File: config.mk
export PLATFORM = sky130hd
export DESIGN_NAME = hs_monitor
export DESIGN_NICKNAME = d
export VERILOG_FILES = /design/src/rtl/hs_monitor_pkg.sv /design/src/rtl/hs_monitor_event_fifo.sv /design/src/rtl/hs_monitor.sv
export SDC_FILE = /design/constraint.sdc
export NUM_CORES = 1
export LEC_CHECK = 0
export ABC_AREA = 1
export ABC_CLOCK_PERIOD_IN_PS = 11700
export CAP_MARGIN = 30
export CORE_AREA = 2 2 163 285
export CTS_BUF_LIST = sky130_fd_sc_hd__clkbuf_4 sky130_fd_sc_hd__clkbuf_8
export DETAILED_ROUTE_END_ITERATION = 8
export DIE_AREA = 0 0 165 287
export PLACE_DENSITY = 0.51
export SYNTH_ARGS = -nofsm -noshare
export SYNTH_HDL_FRONTEND = slang
export SYNTH_SLANG_ARGS = --single-unit
export TNS_END_PERCENT = 100
File: constraint.sdc
create_clock -name clk -period 11.7 [get_ports clk]
set_clock_uncertainty 0.15 [all_clocks]
set_input_delay 2.34 -clock clk [delete_from_list [all_inputs] [get_ports clk]]
set_output_delay 2.34 -clock clk [all_outputs]
set_load 0.02 [all_outputs]
File: src/rtl/hs_monitor_pkg.sv
// Shared type definitions for the handshake monitor: event tone, event topic
// and the monitor FSM state encoding.
package hs_monitor_pkg;

    typedef enum logic [2:0] {
        TONE_TRACE = 3'd0,
        TONE_DEBUG = 3'd1,
        TONE_INFO  = 3'd2,
        TONE_WARN  = 3'd3,
        TONE_ERROR = 3'd4,
        TONE_FATAL = 3'd5
    } tone_e;

    typedef enum logic [1:0] {
        TOPIC_HANDSHAKE = 2'd0,
        TOPIC_STBL      = 2'd1,
        TOPIC_WITHDRAW  = 2'd2,
        TOPIC_TIMEOUT   = 2'd3
    } topic_e;

    typedef enum logic [1:0] {
        ST_IDLE  = 2'd0,
        ST_HOLD  = 2'd1,
        ST_STUCK = 2'd2
    } mon_state_e;

endpackage

File: src/rtl/hs_monitor_event_fifo.sv
// First-word-fall-through FIFO for packed event records. Pointers carry one
// extra wrap bit so full and empty are told apart without a separate counter.
module event_fifo #(
    parameter int WIDTH = 8,
    parameter int DEPTH = 4
) (
    input  logic             clk,
    input  logic             rst,
    input  logic             i_push,
    input  logic [WIDTH-1:0] i_data,
    input  logic             i_pop,
    output logic [WIDTH-1:0] o_data,
    output logic             o_valid,
    output logic             o_full
);

    localparam int PW = $clog2(DEPTH);

    logic [WIDTH-1:0] r_mem [DEPTH];
    logic [PW:0]      r_wr;
    logic [PW:0]      r_rd;
    logic             w_empty;
    logic             w_full;
    logic             w_do_pop;
    logic             w_do_push;

    assign w_empty   = (r_wr == r_rd);
    assign w_full    = (r_wr[PW] != r_rd[PW]) && (r_wr[PW-1:0] == r_rd[PW-1:0]);
    // A pop frees a slot in the same cycle, so a push at full is still taken.
    assign w_do_pop  = i_pop & ~w_empty;
    assign w_do_push = i_push & (~w_full | w_do_pop);

    assign o_valid = ~w_empty;
    assign o_full  = w_full;
    assign o_data  = r_mem[r_rd[PW-1:0]];

    // Advance read and write pointers on accepted pop/push.
    always_ff @(posedge clk or posedge rst) begin
        if (rst) begin
            r_wr <= '0;
            r_rd <= '0;
        end else begin
            if (w_do_push) r_wr <= r_wr + 1'b1;
            if (w_do_pop)  r_rd <= r_rd + 1'b1;
        end
    end

    // Storage; cleared on reset so the head reads all-zero out of reset.
    always_ff @(posedge clk or posedge rst) begin
        if (rst) begin
            for (int i = 0; i < DEPTH; i++) r_mem[i] <= '0;
        end else if (w_do_push) begin
            r_mem[r_wr[PW-1:0]] <= i_data;
        end
    end

endmodule

File: src/rtl/hs_monitor.sv
// Valid/ready handshake monitor. Checks payload stability, valid withdrawal
// and stall timeout on one channel and queues one event record per cycle at
// most into a small FWFT FIFO, counting records lost while the FIFO is full.
module hs_monitor
    import hs_monitor_pkg::*;
#(
    parameter int DATA_WIDTH = 8,
    parameter int DEPTH      = 4,
    parameter int TIMEOUT    = 16,
    parameter int TS_WIDTH   = 32,
    parameter int CNT_WIDTH  = 16
) (
    input  logic                  clk,
    input  logic                  rst,
    input  logic                  mon_valid,
    input  logic                  mon_ready,
    input  logic [DATA_WIDTH-1:0] mon_data,
    output logic                  evt_valid,
    input  logic                  evt_ready,
    output logic [2:0]            evt_level,
    output logic [1:0]            evt_topic,
    output logic [TS_WIDTH-1:0]   evt_time,
    output logic [CNT_WIDTH-1:0]  evt_cycles,
    output logic [DATA_WIDTH-1:0] evt_data,
    output logic [CNT_WIDTH-1:0]  drop_count
);

    typedef struct packed {
        tone_e                 level;
        topic_e                topic;
        logic [TS_WIDTH-1:0]   tstamp;
        logic [CNT_WIDTH-1:0]  cycles;
        logic [DATA_WIDTH-1:0] data;
    } event_t;

    localparam int EVT_W = $bits(event_t);
    localparam logic [CNT_WIDTH-1:0] TMO_CNT = CNT_WIDTH'(TIMEOUT);

    function automatic logic [CNT_WIDTH-1:0] sat_inc(input logic [CNT_WIDTH-1:0] v);
        return (&v) ? v : v + CNT_WIDTH'(1);
    endfunction

    mon_state_e            r_state;
    logic [CNT_WIDTH-1:0]  r_cnt;
    logic [DATA_WIDTH-1:0] r_lat;
    logic [TS_WIDTH-1:0]   r_ts;
    logic [CNT_WIDTH-1:0]  r_drop;

    logic [CNT_WIDTH-1:0]  w_cnt_nxt;
    logic                  w_active;
    logic                  w_withdraw;
    logic                  w_stbl;
    logic                  w_hs_hold;
    logic                  w_hs_idle;
    logic                  w_tmo;
    logic                  w_evt;
    event_t                w_rec;
    event_t                w_head;
    logic [EVT_W-1:0]      w_head_bits;
    logic                  w_full;
    logic                  w_pop;
    logic                  w_push;

    // Event qualifiers in priority order; each excludes the ones above it.
    assign w_cnt_nxt  = sat_inc(r_cnt);
    assign w_active   = (r_state != ST_IDLE);
    assign w_withdraw = w_active & ~mon_valid;
    assign w_stbl     = w_active & mon_valid & (mon_data != r_lat);
    assign w_hs_hold  = w_active & mon_valid & mon_ready & (mon_data == r_lat);
    assign w_tmo      = (r_state == ST_HOLD) & mon_valid & ~mon_ready &
                        (mon_data == r_lat) & (w_cnt_nxt >= TMO_CNT);
    assign w_hs_idle  = (r_state == ST_IDLE) & mon_valid & mon_ready;
    assign w_evt      = w_withdraw | w_stbl | w_hs_hold | w_tmo | w_hs_idle;

    // Build the record for whichever event fires this cycle.
    always_comb begin
        w_rec        = '0;
        w_rec.tstamp = r_ts;
        if (w_hs_idle) begin
            w_rec.level  = TONE_INFO;
            w_rec.topic  = TOPIC_HANDSHAKE;
            w_rec.cycles = CNT_WIDTH'(1);
            w_rec.data   = mon_data;
        end else if (w_withdraw) begin
            w_rec.level  = TONE_ERROR;
            w_rec.topic  = TOPIC_WITHDRAW;
            w_rec.cycles = r_cnt;
            w_rec.data   = r_lat;
        end else if (w_stbl) begin
            w_rec.level  = TONE_ERROR;
            w_rec.topic  = TOPIC_STBL;
            w_rec.cycles = w_cnt_nxt;
            w_rec.data   = mon_data;
        end else if (w_hs_hold) begin
            w_rec.level  = TONE_INFO;
            w_rec.topic  = TOPIC_HANDSHAKE;
            w_rec.cycles = w_cnt_nxt;
            w_rec.data   = r_lat;
        end else if (w_tmo) begin
            w_rec.level  = TONE_WARN;
            w_rec.topic  = TOPIC_TIMEOUT;
            w_rec.cycles = TMO_CNT;
            w_rec.data   = r_lat;
        end
    end

    // Monitor FSM: tracks the pending hold, its latched payload and length.
    always_ff @(posedge clk or posedge rst) begin
        if (rst) begin
            r_state <= ST_IDLE;
            r_cnt   <= '0;
            r_lat   <= '0;
        end else begin
            case (r_state)
                ST_IDLE: begin
                    if (mon_valid & ~mon_ready) begin
                        r_state <= ST_HOLD;
                        r_lat   <= mon_data;
                        r_cnt   <= CNT_WIDTH'(1);
                    end
                end
                default: begin
                    if (w_withdraw || w_hs_hold) begin
                        r_state <= ST_IDLE;
                        r_cnt   <= '0;
                    end else if (w_stbl) begin
                        // The changed payload becomes the new reference.
                        r_lat <= mon_data;
                        if (mon_ready) begin
                            r_state <= ST_IDLE;
                            r_cnt   <= '0;
                        end else begin
                            r_cnt <= w_cnt_nxt;
                        end
                    end else begin
                        r_cnt <= w_cnt_nxt;
                        if (w_tmo) r_state <= ST_STUCK;
                    end
                end
            endcase
        end
    end

    // Free-running timestamp, wraps naturally.
    always_ff @(posedge clk or posedge rst) begin
        if (rst) r_ts <= '0;
        else     r_ts <= r_ts + TS_WIDTH'(1);
    end

    assign w_pop  = evt_ready & evt_valid;
    assign w_push = w_evt & (~w_full | w_pop);

    // Saturating count of events that found the FIFO full.
    always_ff @(posedge clk or posedge rst) begin
        if (rst)                                r_drop <= '0;
        else if (w_evt && !w_push && !(&r_drop)) r_drop <= r_drop + CNT_WIDTH'(1);
    end

    event_fifo #(
        .WIDTH (EVT_W),
        .DEPTH (DEPTH)
    ) u_fifo (
        .clk     (clk),
        .rst     (rst),
        .i_push  (w_push),
        .i_data  (w_rec),
        .i_pop   (w_pop),
        .o_data  (w_head_bits),
        .o_valid (evt_valid),
        .o_full  (w_full)
    );

    assign w_head     = event_t'(w_head_bits);
    assign evt_level  = w_head.level;
    assign evt_topic  = w_head.topic;
    assign evt_time   = w_head.tstamp;
    assign evt_cycles = w_head.cycles;
    assign evt_data   = w_head.data;
    assign drop_count = r_drop;

endmodule

==> results_dict.tcl <==
set metrics [dict create \
    power_density_nw_per_um2 247 \
    top_usage_layer "met2" \
    crit_buf_inv 3 \
    final_hold_viol_count 0 \
    clock_power_share 0.234 \
    power_switching_w 0.00189 \
    p_int_w 0.00256 \
    synth_seq_cells 324 \
    grt_max_degree 111 \
    finalNetCount 1959 \
    ant_nets 0 \
    synth_top_area_frac 0.520 \
    synth-edff-count 0 \
    crit_fanout 82 \
    clkTransAtPathRegs_ns 0.07 \
    synth_most_common_cell "nand2_1" \
    leakage_nw 8.56 \
    vias 13041 \
    setup_violations 0 \
    tns_ns 0 \
    overflow 0 \
    ir_drop_v 0.000159 \
    htreeDepth 2 \
    clock_path_buffers 3 \
    cp.required_ns 9.21 \
    start_util 0.347 \
    die_h_um 287 \
    max_freq_mhz 154 \
    grt_util_met1 0.243 \
    crit_path_start_kind "flip-flop" \
    final_cell_area_um2 18000 \
    tightest_slew_ns 1.04 \
    syn_area_um2 15600 \
    drt_iter0_drc 993 \
    grt_pass1_wl_um 73300 \
    synth_commonest_cells "nand2_1, dfrtp_1, o21ai_0" \
    gp_congestion 0.869 \
    crit_slowest_cell "buf_4" \
    grtUsageMet3 0.0251 \
    post-route-period-util 0.556 \
    p_seq_frac 0.331 \
    crit_arrival_ns 4.01 \
    io_buffers 90 \
    fin_crit_ns 6.50 \
    dp_slack_ns 5.42 \
    p_comb_frac 0.435 \
    outcome "complete, no violations" \
    rows 103 \
    grt_pass1_vias 13385 \
    coreArea_um2 45000 \
    hpwl_um 28300 \
    final_util 0.400 \
    slew_violations 0 \
    drc 0 \
    rsz0062_at_grt "no" \
    fp.dieW_um 165 \
    place_area_um2 16800 \
    swShare 0.424 \
    async_flop_share 1.00 \
    io_pins 91 \
    drive_gt1_frac 0.0865 \
    ys_seq_area_frac 0.520 \
    cp_top_family "buffers and inverters" \
    post_cts_buffers 0 \
    antenna_found_initial 1 \
    ys_types 34 \
    ys_top_cells_by_area "dfrtp_1, nand2_1, o21ai_0, nor2_1, o22ai_1" \
    cts-root-buf "clkbuf_8" \
    worstPathCellList "clkinv_2 > buf_4 > o21ai_0 > o22ai_1 > clkdlybuf4s50_1" \
    yosys_warnings 0 \
    die_area_um2 47400 \
    syn_avg_cell_area_um2 8.31 \
    post_cts_resized 0 \
    drv_cap 0 \
    cts_tree "built" \
    synthToLayoutAreaGrowth_pct 15.4 \
    use_met2 0.350 \
    cts_num_sinks 324 \
    critPathCaptureType "output pin" \
    yosys.area.top_type "dfrtp_1" \
    routedWlPerCell_um 17.7 \
    total_power_w 0.00445 \
    synth_fp_nets 1897 \
    maxSlewHeadroom 0.306 \
    syn_inst 1876 \
    cts-buffers-inserted 51 \
    grt_usage 0.196 \
    cts.hold.buffers_added 0 \
    crit_type "reg -> out" \
    layout_setup_ws_ns 5.20 \
    worstHoldPathType "reg -> reg" \
    ys.flop_type "dfrtp_1" \
    drtPass1Iterations 6 \
    wl_um 45300 \
    slowest_delay_ns 0.83 \
    routed_via_density 5.10 \
    clock_latency_ns 0.63 \
]
## power by group through the flow
stage	clock network [W]	logic (W)	registers, W
3_3_place_gp	0	0.00195	0.00148
4_1_cts	0.00108	0.00196	0.00147
2_1_floorplan	0	0.00124	0.00145
3_5_place_dp	0	0.00195	0.00149
6_report	0.00104	0.00193	0.00147
5_1_grt	0.00112	0.00214	0.00150
## flip-flops by register name, summed over array words and instances, names as in the netlist
register	count
u_fifo.r_mem	244
r_lat	8
r_cnt	16
drop_count	16
u_fifo.r_wr	3
r_state	2
r_ts	32
u_fifo.r_rd	3
## cell type report
type	instances	area, um2
timing repair buffer	107	1090
multi-input combinational	1346	6530
antenna	1	2.50
clock inverter	12	100
fill	4586	27000
sequential	324	8110
tap	577	722
inverter	108	414
clock buffer	81	1010
## logic make-up (layout without fill, tap and decap cells)
logic type               Yosys count  after routing  share of synthesized area
adder cells (fa/ha/maj)            8              8                    0.00642
buffers and inverters            206            308                     0.0606
AND/OR/NAND/NOR                  854            854                      0.229
AO/OA/AOI/OAI                    429            429                      0.153
XOR/XNOR                          55             55                     0.0309
other                              0              1                          0
flip-flops                       324            324                      0.520
## per-layer routing
metal  share of wire  routed length, um  vias to the layer above
met5               0                  0                        -
met4           0.023               1060                        0
met3           0.040               1800                       79
met2            0.51              23200                      302
met1            0.42              19200                     6365
li1                -                  -                     6295
## tightest hold or removal path, stage by stage (launching register included)
cell and delay [ns]:
dfrtp_1 0.34, nand2_1 0.05, nand2_1 0.05
## cell usage in the layout, fill, tap and decap left out, types with 6 or more instances in the layout
cell and instances:
a21oi_1 13, buf_4 13, clkbuf_4 17, clkbuf_8 64, clkdlybuf4s50_1 90, clkinv_2 9, dfrtp_1 322, ha_1 8
inv_1 96, inv_2 8, nand2_1 542, nand2_2 22, nand3_1 35, nand4_1 28, nor2_1 188, nor2_2 6
nor3_1 8, nor4_1 12, o211ai_1 8, o21ai_0 266, o21ai_1 23, o21ai_2 10, o21bai_1 32, o22ai_1 76
xnor2_1 8, xor2_1 47
## metrics by stage
stage | cells | hold WS, ns
3_5_place_dp | 2461 | 0.310
6_report | 2556 | 0.324
3_3_place_gp | 2458 | 0.307
2_1_floorplan | 1876 | 0.294
4_1_cts | 2554 | 0.327
5_1_grt | 2556 | 0.345
## path summary, 6_finish.rpt
path | slack (ns) | startpoint | cells after the start | to
min in group asynchronous | 2.11 | rst | 2 | u_fifo.r_mem[207]$_DFFE_PP0P_
min reg2reg | 0.32 | u_fifo.r_mem[126]$_DFFE_PP0P_ | 2 | u_fifo.r_mem[126]$_DFFE_PP0P_
min | 0.32 | u_fifo.r_mem[126]$_DFFE_PP0P_ | 2 | u_fifo.r_mem[126]$_DFFE_PP0P_
max | 5.20 | u_fifo.r_rd[0]$_DFFE_PP0P_ | 5 | evt_level[1]
max reg2reg | 7.06 | r_cnt[0]$_DFFE_PP0P_ | 14 | u_fifo.r_mem[192]$_DFFE_PP0P_
max in group asynchronous | 7.82 | rst | 3 | u_fifo.r_mem[228]$_DFFE_PP0P_
No activity file was read; power rests on OpenSTA's default activity.
